**config.mk**
```make
export PLATFORM = sky130hd
export DESIGN_NAME = mips_key_irq
export DESIGN_NICKNAME = d
export VERILOG_FILES = /design/src/rtl/mips789_cop_pkg.sv /design/src/rtl/key_debounce.sv /design/src/rtl/mips_key_irq.sv
export SDC_FILE = /design/constraint.sdc
export NUM_CORES = 1
export LEC_CHECK = 0
export BUFFER_PORTS_ARGS = -buffer_cell sky130_fd_sc_hd__buf_2
export CORE_ASPECT_RATIO = 1.4
export CORE_MARGIN = 4
export CORE_UTILIZATION = 51
export CTS_CLUSTER_SIZE = 16
export DETAILED_ROUTE_END_ITERATION = 16
export PLACE_DENSITY = 0.8
export SLEW_MARGIN = 20
export SYNTH_ARGS = -nofsm -noshare
export SYNTH_HDL_FRONTEND = slang
export SYNTH_SLANG_ARGS = --single-unit
```
**constraint.sdc**
```tcl
create_clock -name clk -period 2.4 [get_ports clk]
set_input_delay 0.48 -clock clk [delete_from_list [all_inputs] [get_ports clk]]
set_output_delay 0.48 -clock clk [all_outputs]
set_load 0.01 [all_outputs]
```
**src/rtl/mips789_cop_pkg.sv**
```systemverilog
// Shared mips789 coprocessor-bus command codes and key peripheral register map.
// Pure definitions, no timing and no flow control.
package mips789_cop_pkg;

    localparam logic [3:0] COP_NOP = 4'd0;
    localparam logic [3:0] COP_LW  = 4'd1;
    localparam logic [3:0] COP_SW  = 4'd2;

    // Register index taken from addr[3:2]
    localparam logic [1:0] KEY_STATUS = 2'd0;
    localparam logic [1:0] KEY_COUNT  = 2'd1;
    localparam logic [1:0] KEY_CTRL   = 2'd2;
    localparam logic [1:0] KEY_VECTOR = 2'd3;

    typedef struct packed {
        logic irq_en;
        logic level;
        logic pending;
    } key_status_t;

    function automatic logic [31:0] key_status_word(input key_status_t s);
        return {29'b0, s};
    endfunction

endpackage

```
**src/rtl/key_debounce.sv**
```systemverilog
// Key synchroniser and debouncer: level follows key after 2 + DEB_CYCLES cycles,
// press is a one-cycle registered pulse on the 0->1 accepted edge; no backpressure.
module key_debounce #(
    parameter int DEB_CYCLES = 250000
) (
    input  logic clk,
    input  logic rst,
    input  logic key,
    output logic level,
    output logic press
);

    localparam int CW = $clog2(DEB_CYCLES);
    localparam logic [CW-1:0] CNT_LAST = CW'(DEB_CYCLES - 1);

    logic [1:0]    sync_q;
    logic [CW-1:0] cnt_q;
    logic          sample;

    // Raw key is active-low; the synchroniser holds the raw level
    assign sample = ~sync_q[1];

    always_ff @(posedge clk) begin
        if (rst) begin
            sync_q <= 2'b11;
            cnt_q  <= '0;
            level  <= 1'b0;
            press  <= 1'b0;
        end else begin
            sync_q <= {sync_q[0], key};
            press  <= 1'b0;
            if (sample == level) begin
                cnt_q <= '0;
            end else if (cnt_q == CNT_LAST) begin
                level <= sample;
                cnt_q <= '0;
                press <= sample;
            end else if (cnt_q != '1) begin
                cnt_q <= cnt_q + 1'b1;
            end
        end
    end

endmodule

```
**src/rtl/mips_key_irq.sv**
```systemverilog
// Push-button peripheral on the cop bus: press counter, pending flag, irq and vector.
// Reads return on the next cycle, writes land at the command-cycle edge; no backpressure.
module mips_key_irq
    import mips789_cop_pkg::*;
#(
    parameter logic [31:0] BASE_ADDR  = 32'h0000_8010,
    parameter int          DEB_CYCLES = 250000,
    parameter logic [31:0] VEC_RESET  = 32'h0000_0050
) (
    input  logic        clk,
    input  logic        rst,
    input  logic        key,
    input  logic [31:0] addr_i,
    input  logic [31:0] din,
    input  logic [3:0]  dmem_ctl_i,
    output logic [31:0] dout,
    output logic        irq_o,
    output logic [31:0] irq_addr_o
);

    logic        level;
    logic        press;
    logic        sel;
    logic        rd;
    logic        wr;
    logic [1:0]  off;
    logic        wr_count;
    logic        wr_ctrl;
    logic        wr_vec;
    logic [15:0] count_q;
    logic        pending_q;
    logic        irq_en_q;
    logic [31:0] vec_q;
    logic [31:0] rd_data;
    logic        unused_addr_lsb;

    key_debounce #(
        .DEB_CYCLES(DEB_CYCLES)
    ) u_deb (
        .clk   (clk),
        .rst   (rst),
        .key   (key),
        .level (level),
        .press (press)
    );

    assign sel             = (addr_i[31:4] == BASE_ADDR[31:4]);
    assign off             = addr_i[3:2];
    assign rd              = sel && (dmem_ctl_i == COP_LW);
    assign wr              = sel && (dmem_ctl_i == COP_SW);
    assign wr_count        = wr && (off == KEY_COUNT);
    assign wr_ctrl         = wr && (off == KEY_CTRL);
    assign wr_vec          = wr && (off == KEY_VECTOR);
    assign unused_addr_lsb = ^addr_i[1:0];
    assign irq_addr_o      = vec_q;

    always_comb begin
        rd_data = '0;
        case (off)
            KEY_STATUS: rd_data = key_status_word('{irq_en: irq_en_q, level: level, pending: pending_q});
            KEY_COUNT:  rd_data = {16'b0, count_q};
            KEY_CTRL:   rd_data = {31'b0, irq_en_q};
            KEY_VECTOR: rd_data = vec_q;
            default:    rd_data = '0;
        endcase
    end

    // A press landing with a COUNT write counts as the first press after the clear
    always_ff @(posedge clk) begin
        if (rst) begin
            count_q <= '0;
        end else if (wr_count) begin
            count_q <= press ? 16'd1 : 16'd0;
        end else if (press) begin
            count_q <= count_q + 16'd1;
        end
    end

    // Set beats write-1-to-clear so a press is never lost
    always_ff @(posedge clk) begin
        if (rst) begin
            pending_q <= 1'b0;
        end else if (press) begin
            pending_q <= 1'b1;
        end else if (wr_ctrl && din[1]) begin
            pending_q <= 1'b0;
        end
    end

    always_ff @(posedge clk) begin
        if (rst) begin
            irq_en_q <= 1'b0;
            vec_q    <= VEC_RESET;
            irq_o    <= 1'b0;
            dout     <= '0;
        end else begin
            if (wr_ctrl) begin
                irq_en_q <= din[0];
            end
            if (wr_vec) begin
                vec_q <= din;
            end
            irq_o <= pending_q & irq_en_q;
            dout  <= rd ? rd_data : 32'd0;
        end
    end

endmodule

```
Word-level counts from Yosys, hierarchy flattened
Index checks and enable logic that the tools add are counted.
Word-level totals
  bits in registers: 105
  bits of input ports: 71
  output and inout port bits: 65
  word-level logic and storage cells: 45
Cells by class
  $add $sub $neg: 2
  eq/ne operators: 9
  mux-type cells: 6
  bitwise operators: 5
  reduce and logical (&&, ||, !) cells: 13
Operator list (number)
  $pmux W32 S4: 1
  $mux W16: 2
  $eq A28 B12 Y1 const B: 1
  $add A18 B1 Y18 const B: 1
  $eq A18 B18 Y1 const B: 1
  $ne A18 B18 Y1 const B: 1
  $add A16 B1 Y16 const B: 1
  $logic_and A1 B1 Y1: 6
  $reduce_or A3 Y1: 2
  $eq A2 B2 Y1 const B: 2
  $eq A4 B1 Y1 const B: 1
  $eq A4 B2 Y1 const B: 1
  $not A1 Y1: 4
  $reduce_bool A2 Y1: 2
  $mux W1: 3
  $eq A2 B1 Y1 const B: 1
  $logic_not A2 Y1: 1
  $reduce_and A2 Y1: 1
  $reduce_or A2 Y1: 1
  $and A1 B1 Y1: 1
  $eq A1 B1 Y1: 1

Longest topological paths before layout
  depth after elaboration: 6
  mapped depth: 6
  mapped depth without buffers: 5

Cells and area by module
From an unflattened synthesis, not the netlist that was laid out.
Second synthesis, totals
  cell total of the unflattened synthesis: 486
  area total of the unflattened synthesis: 4633.2 um^2
By module, submodules not included
  mips_key_irq: instances 1, cells an instance 358, area an instance 3475.8 um^2, sequential area each 1661.6 um^2
  key_debounce: instances 1, cells an instance 128, area an instance 1157.4 um^2, sequential area each 440.4 um^2

Worst setup path before layout
OpenSTA, ideal clock, no wires.
  path type: in2reg
  from: in addr_i[28]
  to: reg irq_en_q
  arrival: 1.715 ns
  required time: 2.330 ns
  setup slack: 0.615 ns
  cell stages on the path: 5
  path buffers: 1
  cell sequence: nor4_1 > nand4_1 > buf_4 > or4_1 > a21oi_1
On the way
  word-level cells in the longest chain between the ends: 3
Ends and longest elaborated chain
  from (decl): line mips_key_irq.sv:13  | input logic [31:0] addr_i,
  $eq A28 B12 Y1: line mips_key_irq.sv:47  | assign sel = (addr_i[31:4] == BASE_ADDR[31:4]);
  $logic_and A1 B1 Y1: line mips_key_irq.sv:50  | assign wr = sel && (dmem_ctl_i == COP_SW);
  $logic_and A1 B1 Y1: line mips_key_irq.sv:52  | assign wr_ctrl = wr && (off == KEY_CTRL);
  to (signal assigned): line mips_key_irq.sv:98  | irq_en_q <= din[0];
  to (decl): line mips_key_irq.sv:32  | logic irq_en_q;
Every way passes these cells.
A chain may end at the register's enable or synchronous reset.

Worst setup path after layout
  from: reg u_deb.cnt_q[0]
  to: reg u_deb.cnt_q[16]
On the way
  word-level cells in the longest chain between the ends: 2
  elaborated cells between the ends (all ways): 4
Ends and longest elaborated chain
  from (decl): line key_debounce.sv:17  | logic [CW-1:0] cnt_q;
  from (signal assigned): line key_debounce.sv:39  | cnt_q <= cnt_q + 1'b1;
  branches (longest 2 deep; another with $add A18 B1 Y18)
Parallel ways; which one is timed is not known.

==> impl_metrics.toml <==
[final_layout]
drive_above_1_share_pct = 29.0
fin_util_pct = 65.2
nets = 693
antenna_cells = 0
design_area_mm2 = 0.00561
syn_to_final_growth_pct = 24.3
final_cells = 730
nFillCells = 714

[detailed_routing]
routed_wl_um = 12700
wl_met3_um = 892
ant_nets = 0
m1WireLength_um = 4720
wl_per_cell_um = 17.4
vias_per_cell = 6.03
top_layer_used = "met5"
first_pass_iters = 6
vias = 4405
met2_wirelength_um = 6710
drc = 0
drtIter0Drc = 243

[synth]
yosys.area.top_type_share_pct = 46.6
synth.cell_area_mm2 = 0.00451
synth_nets = 565
synthTopCellsByArea = "dfxtp_1, nand4_1, o31ai_1, a21oi_1, mux2i_1"
yosys_warnings = 0
synth_common_cells = "dfxtp_1, a21oi_1, nand4_1"
synth.distinct_cells = 46
yosys_register_bits = 105
synth.most_common_cell = "dfxtp_1"
synth-main-ff-cell = "dfxtp_1"
synthArstFlopShare_pct = 0
synth_cells = 492
synth_edf_count = 0
synth_seq_area_share_pct = 46.6
yosys.area.top_type = "dfxtp_1"
avgSynthCellArea_um2 = 9.18

[worst_setup_path]
worst-path-buf-inv = 0
path_max_fanout = 6
cp_top_family = "simple AND/OR/NAND/NOR gates"
worstPathArrival_ns = 2.19
crit_type = "register to register"
crit_slowest_cell = "nor4_1"
cp.required_ns = 2.67
ff2ff_setup_slack_ns = 0.48
worstSetupStartpointType = "register"
path_cells = "ha_1 -> nand3_1 -> nor4_1 -> a31oi_1 -> a211oi_1"
worstReg2RegStart = "u_deb.cnt_q[0]$_SDFFE_PP0P_"
crit_path_end_kind = "register"
worstSetupStartpoint = "u_deb.cnt_q[0]$_SDFFE_PP0P_"
slowest_delay_ns = 0.58

[timing]
hold_viol = 0
fin_skew_ns = 0.00477
finalSetupTns_ns = 0
setup_viol = 0
drv_slew = 0
worst_pin_slew_ns = 0.542
rsz0062_at_grt = "no"
setup_ws_ns = 0.478
fmax_mhz = 520
min_period_ns = 1.92
period_share_pct = 80.1
slew_headroom_pct = 63.4

[power]
leakage_nw = 2.22
vdd_drop_max_mv = 0.491
pwr_density_cell_mw_per_mm2 = 610

[clocking]
cts_resized = 0
clock_latency_ns = 0.34
cts_tree = "yes"
htree_levels = 3
cts_buffers = 9
cts-root-buf = "clkbuf_16"
clk_path_buf_depth = 2
ctsHoldBuffers = 0
clock-sinks = 105
cts_setup_buffers = 0
path_clk_slew_ns = 0.07

[floorplan]
initial_core_util_pct = 52.4
dieArea_mm2 = 0.0104
dieWidth_um = 87.5
ioPinCount = 136
die_h_um = 119
core_area_mm2 = 0.00861
rows = 40

[placement]
place_ws_ns = 0.209
placed_area_mm2 = 0.00530
gp_congestion = 0.901
dp_cells = 714
portBuffers = 133
dp_hpwl_um = 9460

[global_routing]
track_usage_pct = 23.8
grt_pass1_wl_um = 20200
antenna_found_initial = 1
grt_start_max_net_pins = 24
grt.overflow.total = 0
grt_pass1_vias = 4261

[min_path]
min_path_type = "primary input to register"
min_from = "key"

[flow_run]
drv_cap = 0

[outcome]
status = "complete, no violations"
==> state kept, by name, indices dropped and copies added (netlist names) <==
name / count
dout: 32
irq_addr_o: 32
u_deb.cnt_q: 18
count_q: 16
u_deb.sync_q: 2
irq_en_q: 1
irq_o: 1
pending_q: 1
u_deb.level: 1
u_deb.press: 1
==> cells by family after synthesis <==
logic type | synth area share, %
buffers and inverters | 4.07
XOR/XNOR | 2.13
AND/OR/NAND/NOR | 26.5
AO/OA/AOI/OAI | 15.9
adder cells (fa/ha/maj) | 0.554
flip-flops | 46.6
multiplexers | 4.27
==> area by class of cell <==
type	count	area, um^2	area share, %
clock inverters	7	86.3	1.54
clock buffers	9	225	4.01
repair buffers	151	813	14.5
inverters	7	26.3	0.468
multi-input cells	346	2230	39.7
flip-flops and latches	105	2100	37.4
well taps	105	131	2.34
==> layout by cell type, fill, tap and decap left out, drive strengths merged, types with 2 or more instances in the layout <==
cell,synthesis,routed
o31ai,35,35
mux2i,17,17
xor2,8,8
nor2,32,32
a211oi,5,5
buf,12,151
xnor2,3,3
ha,2,2
or4,5,5
nor4b,4,4
or2,4,4
nor3,12,12
or3,10,10
a21oi,47,47
nand3,10,10
o21ai,14,14
nand2b,2,2
and4,7,7
nand4,42,42
a31oi,6,6
nor4,18,18
clkinv,0,2
nor2b,3,3
clkbuf,22,9
and2,21,21
nand2,21,21
o211ai,2,2
dfxtp,105,105
and3,7,7
o41ai,2,2
inv,7,10
==> metal layers <==
layer | GRT usage [%] | up-vias
li1 | - | 2117
met1 | 26.5 | 2086
met2 | 42.3 | 165
met3 | 4.78 | 35
met4 | 10.9 | 2
met5 | 0 | -
==> where the power goes <==
group / internal, mW / leakage (nW) / switching (mW)
sequential: 1.74 / 0.846 / 0.00148
clock: 0.831 / 0.150 / 0.694
combinational: 0.0661 / 1.22 / 0.0905
total: 2.64 / 2.22 / 0.786
==> metrics by stage <==
stage	total power, mW	hold WS (ns)
2_1_floorplan	1.85	0.389
4_1_cts	3.43	0.315
3_5_place_dp	1.94	0.398
3_3_place_gp	1.93	0.393
5_1_grt	3.52	0.325
6_report	3.43	0.317
==> path summary, 6_finish.rpt <==
kind                                  end  cells after the start
max          u_deb.cnt_q[16]$_SDFFE_PP0P_                      5
min reg2reg    u_deb.sync_q[1]$_SDFF_PP1_                      1
max reg2reg  u_deb.cnt_q[16]$_SDFFE_PP0P_                      5
min            u_deb.sync_q[0]$_SDFF_PP1_                      2
Note: power is estimated with default switching activity, not from simulation.
